--- src/rtl/id_ex_stage.sv ---
// ID/EX pipeline register with load-use hazard detection, flush/hold control
// and a saturating count of load-use stall cycles.
module id_ex_stage (
  input  logic        clk,
  input  logic        rst_n,
  input  logic        id_valid,
  input  logic [4:0]  id_rs,
  input  logic [4:0]  id_rs2,
  input  logic [4:0]  id_rd,
  input  logic        id_reg_wr,
  input  logic        id_mem_rd,
  input  logic        id_mem_wr,
  input  logic [3:0]  id_alu_op,
  input  logic [31:0] id_a,
  input  logic [31:0] id_b,
  input  logic [31:0] id_imm,
  input  logic [31:0] id_pc,
  input  logic        flush,
  input  logic        hold,
  output logic        id_ex_valid,
  output logic        id_ex_reg_wr,
  output logic        id_ex_mem_rd,
  output logic        id_ex_mem_wr,
  output logic [4:0]  id_ex_rs,
  output logic [4:0]  id_ex_rs2,
  output logic [4:0]  id_ex_rd,
  output logic [3:0]  id_ex_alu_op,
  output logic [31:0] id_ex_a,
  output logic [31:0] id_ex_b,
  output logic [31:0] id_ex_imm,
  output logic [31:0] id_ex_pc,
  output logic        stall,
  output logic [15:0] stall_cnt
);

  typedef struct packed {
    logic        valid;
    logic        reg_wr;
    logic        mem_rd;
    logic        mem_wr;
    logic [4:0]  rs;
    logic [4:0]  rs2;
    logic [4:0]  rd;
    logic [3:0]  alu_op;
    logic [31:0] a;
    logic [31:0] b;
    logic [31:0] imm;
    logic [31:0] pc;
  } pipe_t;

  localparam int    PIPE_W = $bits(pipe_t);
  localparam pipe_t BUBBLE = pipe_t'({PIPE_W{1'b0}});

  pipe_t       pipe_r;
  pipe_t       pipe_nxt_s;
  logic [15:0] cnt_r;
  logic [15:0] cnt_nxt_s;
  logic        load_use_s;

  function automatic logic [15:0] sat_inc(input logic [15:0] v);
    if (v == 16'hFFFF) begin
      sat_inc = v;
    end else begin
      sat_inc = v + 16'd1;
    end
  endfunction

  // Hazard: a load in EX writes a register that the instruction in ID reads.
  always_comb begin
    load_use_s = pipe_r.valid & pipe_r.mem_rd & (pipe_r.rd != 5'd0) & id_valid &
                 ((pipe_r.rd == id_rs) | (pipe_r.rd == id_rs2));
  end

  // Stall is purely combinational so upstream freezes in the same cycle.
  assign stall = load_use_s & ~flush;

  // Next-state selection: flush > hold > load_use > normal load.
  always_comb begin
    pipe_nxt_s = pipe_r;
    cnt_nxt_s  = cnt_r;
    if (flush) begin
      pipe_nxt_s = BUBBLE;
    end else if (hold) begin
      pipe_nxt_s = pipe_r;
      cnt_nxt_s  = cnt_r;
    end else if (load_use_s) begin
      pipe_nxt_s = BUBBLE;
      cnt_nxt_s  = sat_inc(cnt_r);
    end else begin
      pipe_nxt_s.valid  = id_valid;
      pipe_nxt_s.alu_op = id_alu_op;
      pipe_nxt_s.a      = id_a;
      pipe_nxt_s.b      = id_b;
      pipe_nxt_s.imm    = id_imm;
      pipe_nxt_s.pc     = id_pc;
      // An empty slot must not look like a writer or a source to forwarding.
      if (id_valid) begin
        pipe_nxt_s.reg_wr = id_reg_wr;
        pipe_nxt_s.mem_rd = id_mem_rd;
        pipe_nxt_s.mem_wr = id_mem_wr;
        pipe_nxt_s.rs     = id_rs;
        pipe_nxt_s.rs2    = id_rs2;
        pipe_nxt_s.rd     = id_rd;
      end else begin
        pipe_nxt_s.reg_wr = 1'b0;
        pipe_nxt_s.mem_rd = 1'b0;
        pipe_nxt_s.mem_wr = 1'b0;
        pipe_nxt_s.rs     = 5'd0;
        pipe_nxt_s.rs2    = 5'd0;
        pipe_nxt_s.rd     = 5'd0;
      end
    end
  end

  // Pipeline and stall-counter registers.
  always_ff @(posedge clk or negedge rst_n) begin
    if (!rst_n) begin
      pipe_r <= BUBBLE;
      cnt_r  <= 16'd0;
    end else begin
      pipe_r <= pipe_nxt_s;
      cnt_r  <= cnt_nxt_s;
    end
  end

  assign id_ex_valid  = pipe_r.valid;
  assign id_ex_reg_wr = pipe_r.reg_wr;
  assign id_ex_mem_rd = pipe_r.mem_rd;
  assign id_ex_mem_wr = pipe_r.mem_wr;
  assign id_ex_rs     = pipe_r.rs;
  assign id_ex_rs2    = pipe_r.rs2;
  assign id_ex_rd     = pipe_r.rd;
  assign id_ex_alu_op = pipe_r.alu_op;
  assign id_ex_a      = pipe_r.a;
  assign id_ex_b      = pipe_r.b;
  assign id_ex_imm    = pipe_r.imm;
  assign id_ex_pc     = pipe_r.pc;
  assign stall_cnt    = cnt_r;

endmodule

--- config.mk ---
export PLATFORM = sky130hd
export DESIGN_NAME = id_ex_stage
export DESIGN_NICKNAME = d
export VERILOG_FILES = /design/src/rtl/id_ex_stage.sv
export SDC_FILE = /design/constraint.sdc
export NUM_CORES = 1
export LEC_CHECK = 0
export BUFFER_PORTS_ARGS = -buffer_cell sky130_fd_sc_hd__buf_2
export CORE_MARGIN = 2
export CORE_UTILIZATION = 53
export CTS_CLUSTER_SIZE = 30
export DETAILED_ROUTE_END_ITERATION = 8
export PLACE_DENSITY = 0.86
export SLEW_MARGIN = 20
export SYNTH_ARGS = -nofsm -noshare
export SYNTH_HDL_FRONTEND = slang
export SYNTH_SLANG_ARGS = --single-unit
--- constraint.sdc ---
create_clock -name clk -period 5 [get_ports clk]
set_input_delay 0.5 -clock clk [delete_from_list [all_inputs] [get_ports clk]]
set_output_delay 0.5 -clock clk [all_outputs]
set_load 0.05 [all_outputs]
==> results of run 1 <==
==> cell families (layout without fill, tap and decap cells) <==
group | Yosys count | in the layout
DFF | 167 | 167
other | 0 | 2
adders and majority gates | 1 | 1
xor gates and xnor gates | 24 | 24
and+or+nand+nor | 215 | 215
buffers and inverters | 204 | 500
AOI/OAI and AO/OA | 155 | 155
muxes | 2 | 2
==> final cells by class <==
type / count / area (sq um) / area share, %
flip-flops and latches: 167 / 4180 / 39.8
well taps: 211 / 264 / 2.52
diodes: 2 / 5.00 / 0.0477
clock buffers: 21 / 450 / 4.29
multi-input cells: 397 / 3260 / 31.1
clock inverters: 11 / 100 / 0.954
repair buffers: 333 / 1730 / 16.4
inverters: 135 / 507 / 4.83
==> metrics by stage <==
step | util, % | instance area (sq um)
2_1_floorplan | - | 8280
3_3_place_gp | 65.1 | 9940
3_5_place_dp | 65.1 | 9940
4_1_cts | 68.7 | 10500
5_1_grt | 68.7 | 10500
6_report | 68.8 | 10500
==> final timing paths <==
check                                             start                        end  cells past startpoint
worst min register to register   id_ex_b[7]$_DFFE_PN0P_     id_ex_b[7]$_DFFE_PN0P_                      2
worst max-delay path            id_ex_rd[1]$_DFFE_PN0P_                      stall                      5
min in group clk                               id_a[23]    id_ex_a[23]$_DFFE_PN0P_                      3
worst min-delay path                              rst_n  id_ex_imm[19]$_DFFE_PN0P_                      1
worst max register to register  id_ex_rd[1]$_DFFE_PN0P_    id_ex_rd[4]$_DFFE_PN0P_                      7
max in group asynchronous                         rst_n   id_ex_imm[4]$_DFFE_PN0P_                      2
==> registers in the layout, indices dropped and copies added, names as in the netlist, 4 cells and up <==
name	cells
id_ex_b	32
id_ex_rd	5
id_ex_imm	32
id_ex_pc	32
id_ex_a	32
id_ex_alu_op	4
id_ex_rs	5
id_ex_rs2	5
stall_cnt	16
==> power groups by stage <==
stage               Clock (uW)  Combinational (uW)  Sequential, uW
floorplan                    0                 178            1710
global placement             0                 608            1480
detailed placement           0                 616            1480
CTS                       1250                 617            1450
global route              1310                 651            1460
finish                    1240                 613            1460
==> synth_stat cells, types with 2 or more instances <==
cell type / instances / area [sq um]
nor2_1: 8 / 30.0
o21ai_0: 17 / 85.1
nand3b_1: 25 / 188
and3_1: 2 / 12.5
buf_6: 11 / 124
o41ai_1: 40 / 350
nand2_1: 149 / 559
nand4_1: 6 / 37.5
o41ai_2: 93 / 1510
nor2b_1: 2 / 12.5
nand3_1: 13 / 65.1
nor3_1: 3 / 15.0
clkbuf_1: 53 / 199
xnor2_1: 24 / 210
inv_1: 135 / 507
buf_2: 5 / 25.0
dfrtp_1: 167 / 4180
==> per-layer routing <==
metal	part of all wire [%]	wire length (um)	GRT usage, %
met1	41	8930	32.8
met2	49	10700	42.9
met3	6.6	1460	7.36
met4	3.8	822	11.7
met5	0	0	0
==> results.json, run 1 <==
{
  "outcome": "complete, no violations",
  "die-area_sq_mm": 0.0166,
  "path_buf_inv": 1,
  "dp_slack_ns": 2.31,
  "grt_pass1_vias": 6852,
  "internal_power_uw": 2280,
  "gp_congestion": 0.832,
  "crit_required_ns": 4.50,
  "synth_compound_area_share_pct": 24.5,
  "die_h_um": 129,
  "hold_path.class": "input pin to async pin",
  "dr.pass1.iters": 5,
  "power_frac_comb_pct": 18.5,
  "cp_data_arrival_time_ns": 2.25,
  "start_util_pct": 54.3,
  "num_vias": 6965,
  "worst_pin_slew_ns": 1.08,
  "holdBufCountCts": 0,
  "relSlewSlack_pct": 28.2,
  "postCtsSetupBuffers": 0,
  "ios": 323,
  "synth_ff_type": "dfrtp_1",
  "period_minus_slack_ns": 2.75,
  "synthSimpleGateAreaFrac_pct": 11.8,
  "finalNetCount": 1207,
  "critPathLaunchType": "flip-flop",
  "grt_setup_unrepaired": "false",
  "clock_path_buffers": 2,
  "crit_family": "simple AND/OR/NAND/NOR gates",
  "grt-ovfl-total": 0,
  "grt_pass1_wl_mm": 34.4,
  "layout-drive-gt1-share_pct": 43.3,
  "yosys-mux-area-fraction_pct": 0.257,
  "track_usage_pct": 26.3,
  "ys_ff_latch": 167,
  "synth_area_sq_mm": 0.00828,
  "finalHoldViolCount": 0,
  "p_leak_uw": 0.00584,
  "die_x_um": 129,
  "wl_per_cell_um": 17.2,
  "core.rowCount": 45,
  "h-tree-depth": 4,
  "clkSlewWorstSetupHoldPaths_ns": 0.06,
  "cts-root-buf": "clkbuf_16",
  "crit_type": "flip-flop to output port",
  "netlist_instances": 768,
  "finalWorstSetupSlack_ns": 2.25,
  "cts_sinks": 167,
  "peakVddDrop_v": 0.000233,
  "ys_seq_area_share_pct": 50.5,
  "slowest_delay_ns": 0.58,
  "clk_latency_ns": 0.42,
  "syn_area_per_cell_sq_um": 10.8,
  "setup_tns_ns": 0,
  "ys_warn_count": 0,
  "setup_viol": 0,
  "power_density_mw_per_mm2": 315,
  "seq_power_share_pct": 44.0,
  "dpl.hpwl_mm": 14.5,
  "worstPathCellList": "or4_4 -> o2111ai_4 -> nand2b_1 -> nor2_1 -> buf_2",
  "drc_errors": 0,
  "worst_setup_path_end_kind": "output port",
  "fin_cells": 1277,
  "max_clock_freq_mhz": 364,
  "min_period_over_period_pct": 54.9,
  "netSwitchingFraction_pct": 30.9,
  "fin_worst_skew_ns": 0.00707,
  "final_common_cell": "buf_2",
  "antenna_found_initial": 2,
  "maxCapViolations": 0,
  "ff2ff_setup_slack_ns": 2.40,
  "synth_fa_ha_area_share_pct": 0.151,
  "core_area_sq_mm": 0.0153,
  "cts_inserted_buffers": 17,
  "io_buffer_count": 322,
  "routed_wl_mm": 21.9,
  "async_reset_ff_share_pct": 100,
  "p_sw_uw": 1020,
  "avgViaCountPerCell": 5.45,
  "placedCellCount": 1243,
  "cp_slowest_cell": "or4_4",
  "cts_resized": 0,
  "power.share.clock_pct": 37.4,
  "area_growth_pct": 26.7,
  "cts_tree": "done",
  "synth_nets": 924,
  "drtIter0Drc": 554,
  "synth-edff-count": 0,
  "power_uw": 3310,
  "worstPathMaxFanout": 5,
  "ant_nets": 0,
  "num-fill-cells": 1137,
  "synth_xor_area_share_pct": 2.54,
  "synth_cell_type_count": 32,
  "final_cell_mix": "buf_2, dfrtp_1, nand2_1",
  "final_max_slew_viol_count": 0,
  "synth_top_family_by_area": "compound AO/OA/AOI/OAI gates",
  "whs_ns": 0.181,
  "grt_max_degree": 99
}
Power figures use the tool's default switching activity.
==> run 2: changes to the inputs <==
Settings changed: CORE_UTILIZATION 53 to 49, PLACE_DENSITY 0.86 to 0.8.
Clock period 5 ns to 2.6 ns, I/O delays scaled along.
==> results.json, run 2 (same netlist as run 1, synthesis figures left out) <==
{
  "cts-root-buf": "clkbuf_16",
  "die_h_um": 134,
  "min_period_over_period_pct": 94.4,
  "start_util_pct": 50.1,
  "period_minus_slack_ns": 2.45,
  "grt_max_degree": 89,
  "wl_met2_mm": 10.8,
  "cts_sinks": 167,
  "worstPathMaxFanout": 5,
  "top_layer_used": "met4",
  "die-area_sq_mm": 0.0180,
  "routed_wl_mm": 21.7,
  "h-tree-depth": 4,
  "clk_latency_ns": 0.42,
  "holdCritStartpoint": "id_pc[4]",
  "path_buf_inv": 1,
  "dpl.hpwl_mm": 14.6,
  "final_common_cell": "buf_2",
  "relSlewSlack_pct": 43.6,
  "clock_path_buffers": 2,
  "io_buffer_count": 322,
  "max_clock_freq_mhz": 407,
  "worst_setup_path_end_kind": "output port",
  "netSwitchingFraction_pct": 31.1,
  "dr.pass1.iters": 5,
  "finalNetCount": 1210,
  "wl_per_cell_um": 16.8,
  "power_uw": 6240,
  "critPathLaunchType": "flip-flop",
  "cts_inserted_buffers": 17,
  "seq_power_share_pct": 44.8,
  "internal_power_uw": 4300,
  "ios": 323,
  "layout-drive-gt1-share_pct": 43.2,
  "drtIter0Drc": 461,
  "hold_path.class": "input pin to flip-flop",
  "ant_nets": 0,
  "outcome": "complete, no violations",
  "area_growth_pct": 27.5,
  "slowest_delay_ns": 0.55,
  "r2r-end": "id_ex_pc[16]$_DFFE_PN0P_",
  "timing.rr.start": "id_ex_rd[2]$_DFFE_PN0P_",
  "core.rowCount": 47,
  "final_cell_area_sq_mm": 0.0106,
  "peakVddDrop_v": 0.000436,
  "cp_slowest_cell": "or4_4",
  "final_cell_mix": "buf_2, dfrtp_1, nand2_1",
  "crit_family": "simple AND/OR/NAND/NOR gates",
  "p_sw_uw": 1940,
  "die_x_um": 134,
  "gp_congestion": 0.822,
  "worstPathCellList": "or4_4 -> o2111ai_4 -> nand2b_1 -> nor2_1 -> buf_2",
  "num_vias": 6927,
  "fin_worst_skew_ns": 0.0119,
  "finalHoldViolCount": 0,
  "antenna_found_initial": 2,
  "cts_tree": "done",
  "maxCapViolations": 0,
  "power_density_mw_per_mm2": 591,
  "cp_data_arrival_time_ns": 2.19,
  "setup_tns_ns": 0,
  "r2r_cells": 5,
  "worst_pin_slew_ns": 0.845,
  "grt_pass1_vias": 6903,
  "grt_pass1_wl_mm": 35.4,
  "grt_setup_unrepaired": "false",
  "avgViaCountPerCell": 5.38,
  "power_frac_comb_pct": 19.1,
  "final_max_slew_viol_count": 0,
  "p_leak_uw": 0.00585,
  "crit_required_ns": 2.34,
  "holdPathEnd": "id_ex_pc[4]$_DFFE_PN0P_",
  "ff2ff_setup_slack_ns": 0.45,
  "grt-ovfl-total": 0,
  "crit_type": "flip-flop to output port",
  "whs_path_depth": 3,
  "placed_cell_area_sq_mm": 0.0100,
  "track_usage_pct": 24.5,
  "core_area_sq_mm": 0.0165,
  "wl_met1_mm": 8.82,
  "setup_viol": 0,
  "power.share.clock_pct": 36.1,
  "drc_errors": 0,
  "dr_wl_met3_mm": 1.36,
  "clkSlewWorstSetupHoldPaths_ns": 0.07
}
[run 2: area by class of cell]
class / instances / area (sq um)
clock buffers: 23 / 458
diodes: 2 / 5.00
repair buffers: 336 / 1810
inverters: 135 / 507
flip-flops and latches: 167 / 4180
multi-input cells: 397 / 3260
clock inverters: 8 / 52.6
fillers: 1324 / 5970
well taps: 220 / 275
[run 2: per-stage QoR]
step	hold slack [ns]	utilization, %	instances	worst slack, ns
floorplan	-0.0356	-	768	0.205
global placement	0.216	60.7	1254	0.514
detailed placement	0.213	60.7	1254	0.482
CTS	0.0578	63.8	1286	0.125
global route	0.0713	63.8	1287	0.0490
finish	0.0745	63.9	1288	0.145
[run 2: per-layer routing]
metal / vias up / track usage (%)
met1: 3397 / 31.8
met4: 0 / 11.3
met2: 269 / 39.5
met5: - / 0
met3: 55 / 5.40
li1: 3206 / -
[run 2: worst reg2reg max path: stages (launching register included)]
cell       delay (ns)
dfrtp_1          0.45
or4_4            0.55
o2111ai_4        0.31
nor2b_4          0.10
buf_12           0.22
o41ai_1          0.42
[run 2: how the worst max path moves through the flow]
stage | start | endpoint | cells after the start
after floorplan | id_ex_rd[0]$_DFFE_PN0P_ | stall | 5
after global placement | id_ex_rd[1]$_DFFE_PN0P_ | stall_cnt[1]$_DFFE_PN0P_ | 6
after detailed placement | id_ex_rd[2]$_DFFE_PN0P_ | id_ex_pc[16]$_DFFE_PN0P_ | 5
after CTS | id_ex_rd[2]$_DFFE_PN0P_ | stall | 5
after global routing | id_ex_rd[2]$_DFFE_PN0P_ | stall | 5
final | id_ex_rd[2]$_DFFE_PN0P_ | stall | 5
[run 2: power by group through the flow]
stage,Clock [uW],Combinational [uW],Sequential [uW]
after floorplan,0,342,3290
after global placement,0,1180,2840
after detailed placement,0,1200,2840
after CTS,2300,1200,2800
after global routing,2410,1270,2810
final,2250,1190,2800
[run 2: timing repair]
action,4_1_cts,5_1_grt
gates resized for setup,0,0
setup buffers,0,0
hold buffers,1,0
hold endpoints to repair,42,0
==> run 3: changes to the inputs <==
Settings changed: CORE_ASPECT_RATIO set to 0.9.
==> results.json, run 3 (same netlist as run 1, synthesis figures left out) <==
{
  "seqCellArea_sq_mm": 0.00418,
  "wl_per_cell_um": 17.2,
  "crit_required_ns": 2.34,
  "finalHoldViolCount": 0,
  "cp_data_arrival_time_ns": 2.24,
  "cts_tree": "done",
  "setup_viol": 0,
  "worst_setup_path_end_kind": "output port",
  "start_util_pct": 49.5,
  "routed_wl_mm": 22.0,
  "min_period_over_period_pct": 96.0,
  "gp_congestion": 0.850,
  "track_usage_pct": 24.2,
  "ios": 323,
  "grt_setup_unrepaired": "false",
  "placed_cell_area_sq_mm": 0.0100,
  "maxCapViolations": 0,
  "power_density_mw_per_mm2": 618,
  "drtIter0Drc": 467,
  "cts_sinks": 167,
  "multi_input_area_sq_mm": 0.00326,
  "core_area_sq_mm": 0.0167,
  "dpl.hpwl_mm": 14.5,
  "cts-root-buf": "clkbuf_16",
  "outcome": "complete, no violations",
  "grt_pass1_wl_mm": 34.8,
  "fin_worst_skew_ns": 0.00788,
  "critPathLaunchType": "flip-flop",
  "grt_max_degree": 145,
  "worst_pin_slew_ns": 0.771,
  "grt-ovfl-total": 0,
  "antenna_found_initial": 0,
  "period_minus_slack_ns": 2.50,
  "cts_inserted_buffers": 17,
  "finalNetCount": 1212,
  "grt_pass1_vias": 6745,
  "num_vias": 6940,
  "hold_path.class": "input pin to flip-flop",
  "avgViaCountPerCell": 5.43,
  "area_growth_pct": 28.5,
  "final_max_slew_viol_count": 0,
  "clk_latency_ns": 0.42,
  "peakVddDrop_v": 0.000435,
  "clock_path_buffers": 2,
  "antenna_cells": 0,
  "crit_type": "flip-flop to output port",
  "worstPathMaxFanout": 5,
  "final_cell_area_sq_mm": 0.0106,
  "die_x_um": 141,
  "setup_tns_ns": 0,
  "final_cell_mix": "buf_2, dfrtp_1, nand2_1",
  "drc_errors": 0,
  "die_h_um": 127,
  "max_clock_freq_mhz": 401,
  "layout-drive-gt1-share_pct": 43.6,
  "num-fill-cells": 1343,
  "dr.pass1.iters": 5,
  "final_common_cell": "buf_2",
  "p_leak_uw": 0.00591,
  "core.rowCount": 45,
  "postCtsSetupBuffers": 0,
  "die-area_sq_mm": 0.0180,
  "ant_nets": 0,
  "relSlewSlack_pct": 47.3,
  "clkSlewWorstSetupHoldPaths_ns": 0.07,
  "io_buffer_count": 322,
  "holdBufCountCts": 1,
  "ff2ff_setup_slack_ns": 0.28,
  "h-tree-depth": 4,
  "cts_resized": 0
}
## run 3: cell types whose count changed in the layout (fill, tap and decap cells not counted)
cell	change
clkinv_2	-1
diode_2	-2
clkinvlp_4	-1
inv_6	+2
bufinv_16	+3
buf_4	+2
clkbuf_1	-3
## run 3: layer usage
metal  wire, um  vias to the layer above  track usage, %
li1           -                     3217               -
met3       1610                       29            6.56
met5          0                        -               0
met1       9130                     3410            31.2
met2      10900                      284            40.2
met4        376                        0            7.18
## run 3: final cells by class
cell class / count / share of cell area [%]
tap: 211 / 2.48
inverter: 135 / 4.76
sequential: 167 / 39.3
clock inverter: 11 / 1.39
multi-input combinational: 397 / 30.7
clock buffer: 20 / 4.20
timing repair buffer: 338 / 17.2
## run 3: path summary, 6_finish.rpt
check | start | to | cells past startpoint
worst max-delay path | id_ex_rd[1]$_DFFE_PN0P_ | stall | 5
worst min-delay path | id_a[20] | id_ex_a[20]$_DFFE_PN0P_ | 3
worst max register to register | id_ex_rd[1]$_DFFE_PN0P_ | id_ex_b[3]$_DFFE_PN0P_ | 6
worst min register to register | id_ex_pc[12]$_DFFE_PN0P_ | id_ex_pc[12]$_DFFE_PN0P_ | 2
max in group asynchronous | rst_n | id_ex_a[27]$_DFFE_PN0P_ | 3
min in group asynchronous | rst_n | id_ex_imm[26]$_DFFE_PN0P_ | 2
## run 3: critical path: stages (launching register included)
cell and delay [ns]:
dfrtp_1 0.45, or4_4 0.57, o2111ai_4 0.33, nand2b_1 0.19
nor2_1 0.04, buf_2 0.23
## run 3: power by group
group,internal (uW),switching [uW]
logic,334,861
clock network,1540,1040
registers,2720,74.0
## run 3: per-stage QoR
step	worst slack (ns)	instances	total power (uW)	hold WS [ns]	util [%]
2_1_floorplan	0.205	768	3630	-0.0356	-
3_3_place_gp	0.342	1247	4030	0.293	60.0
3_5_place_dp	0.310	1247	4040	0.296	60.0
4_1_cts	0.0978	1279	6630	0.0626	63.6
5_1_grt	0.0179	1279	6810	0.0696	63.6
6_report	0.103	1279	6570	0.0797	63.6
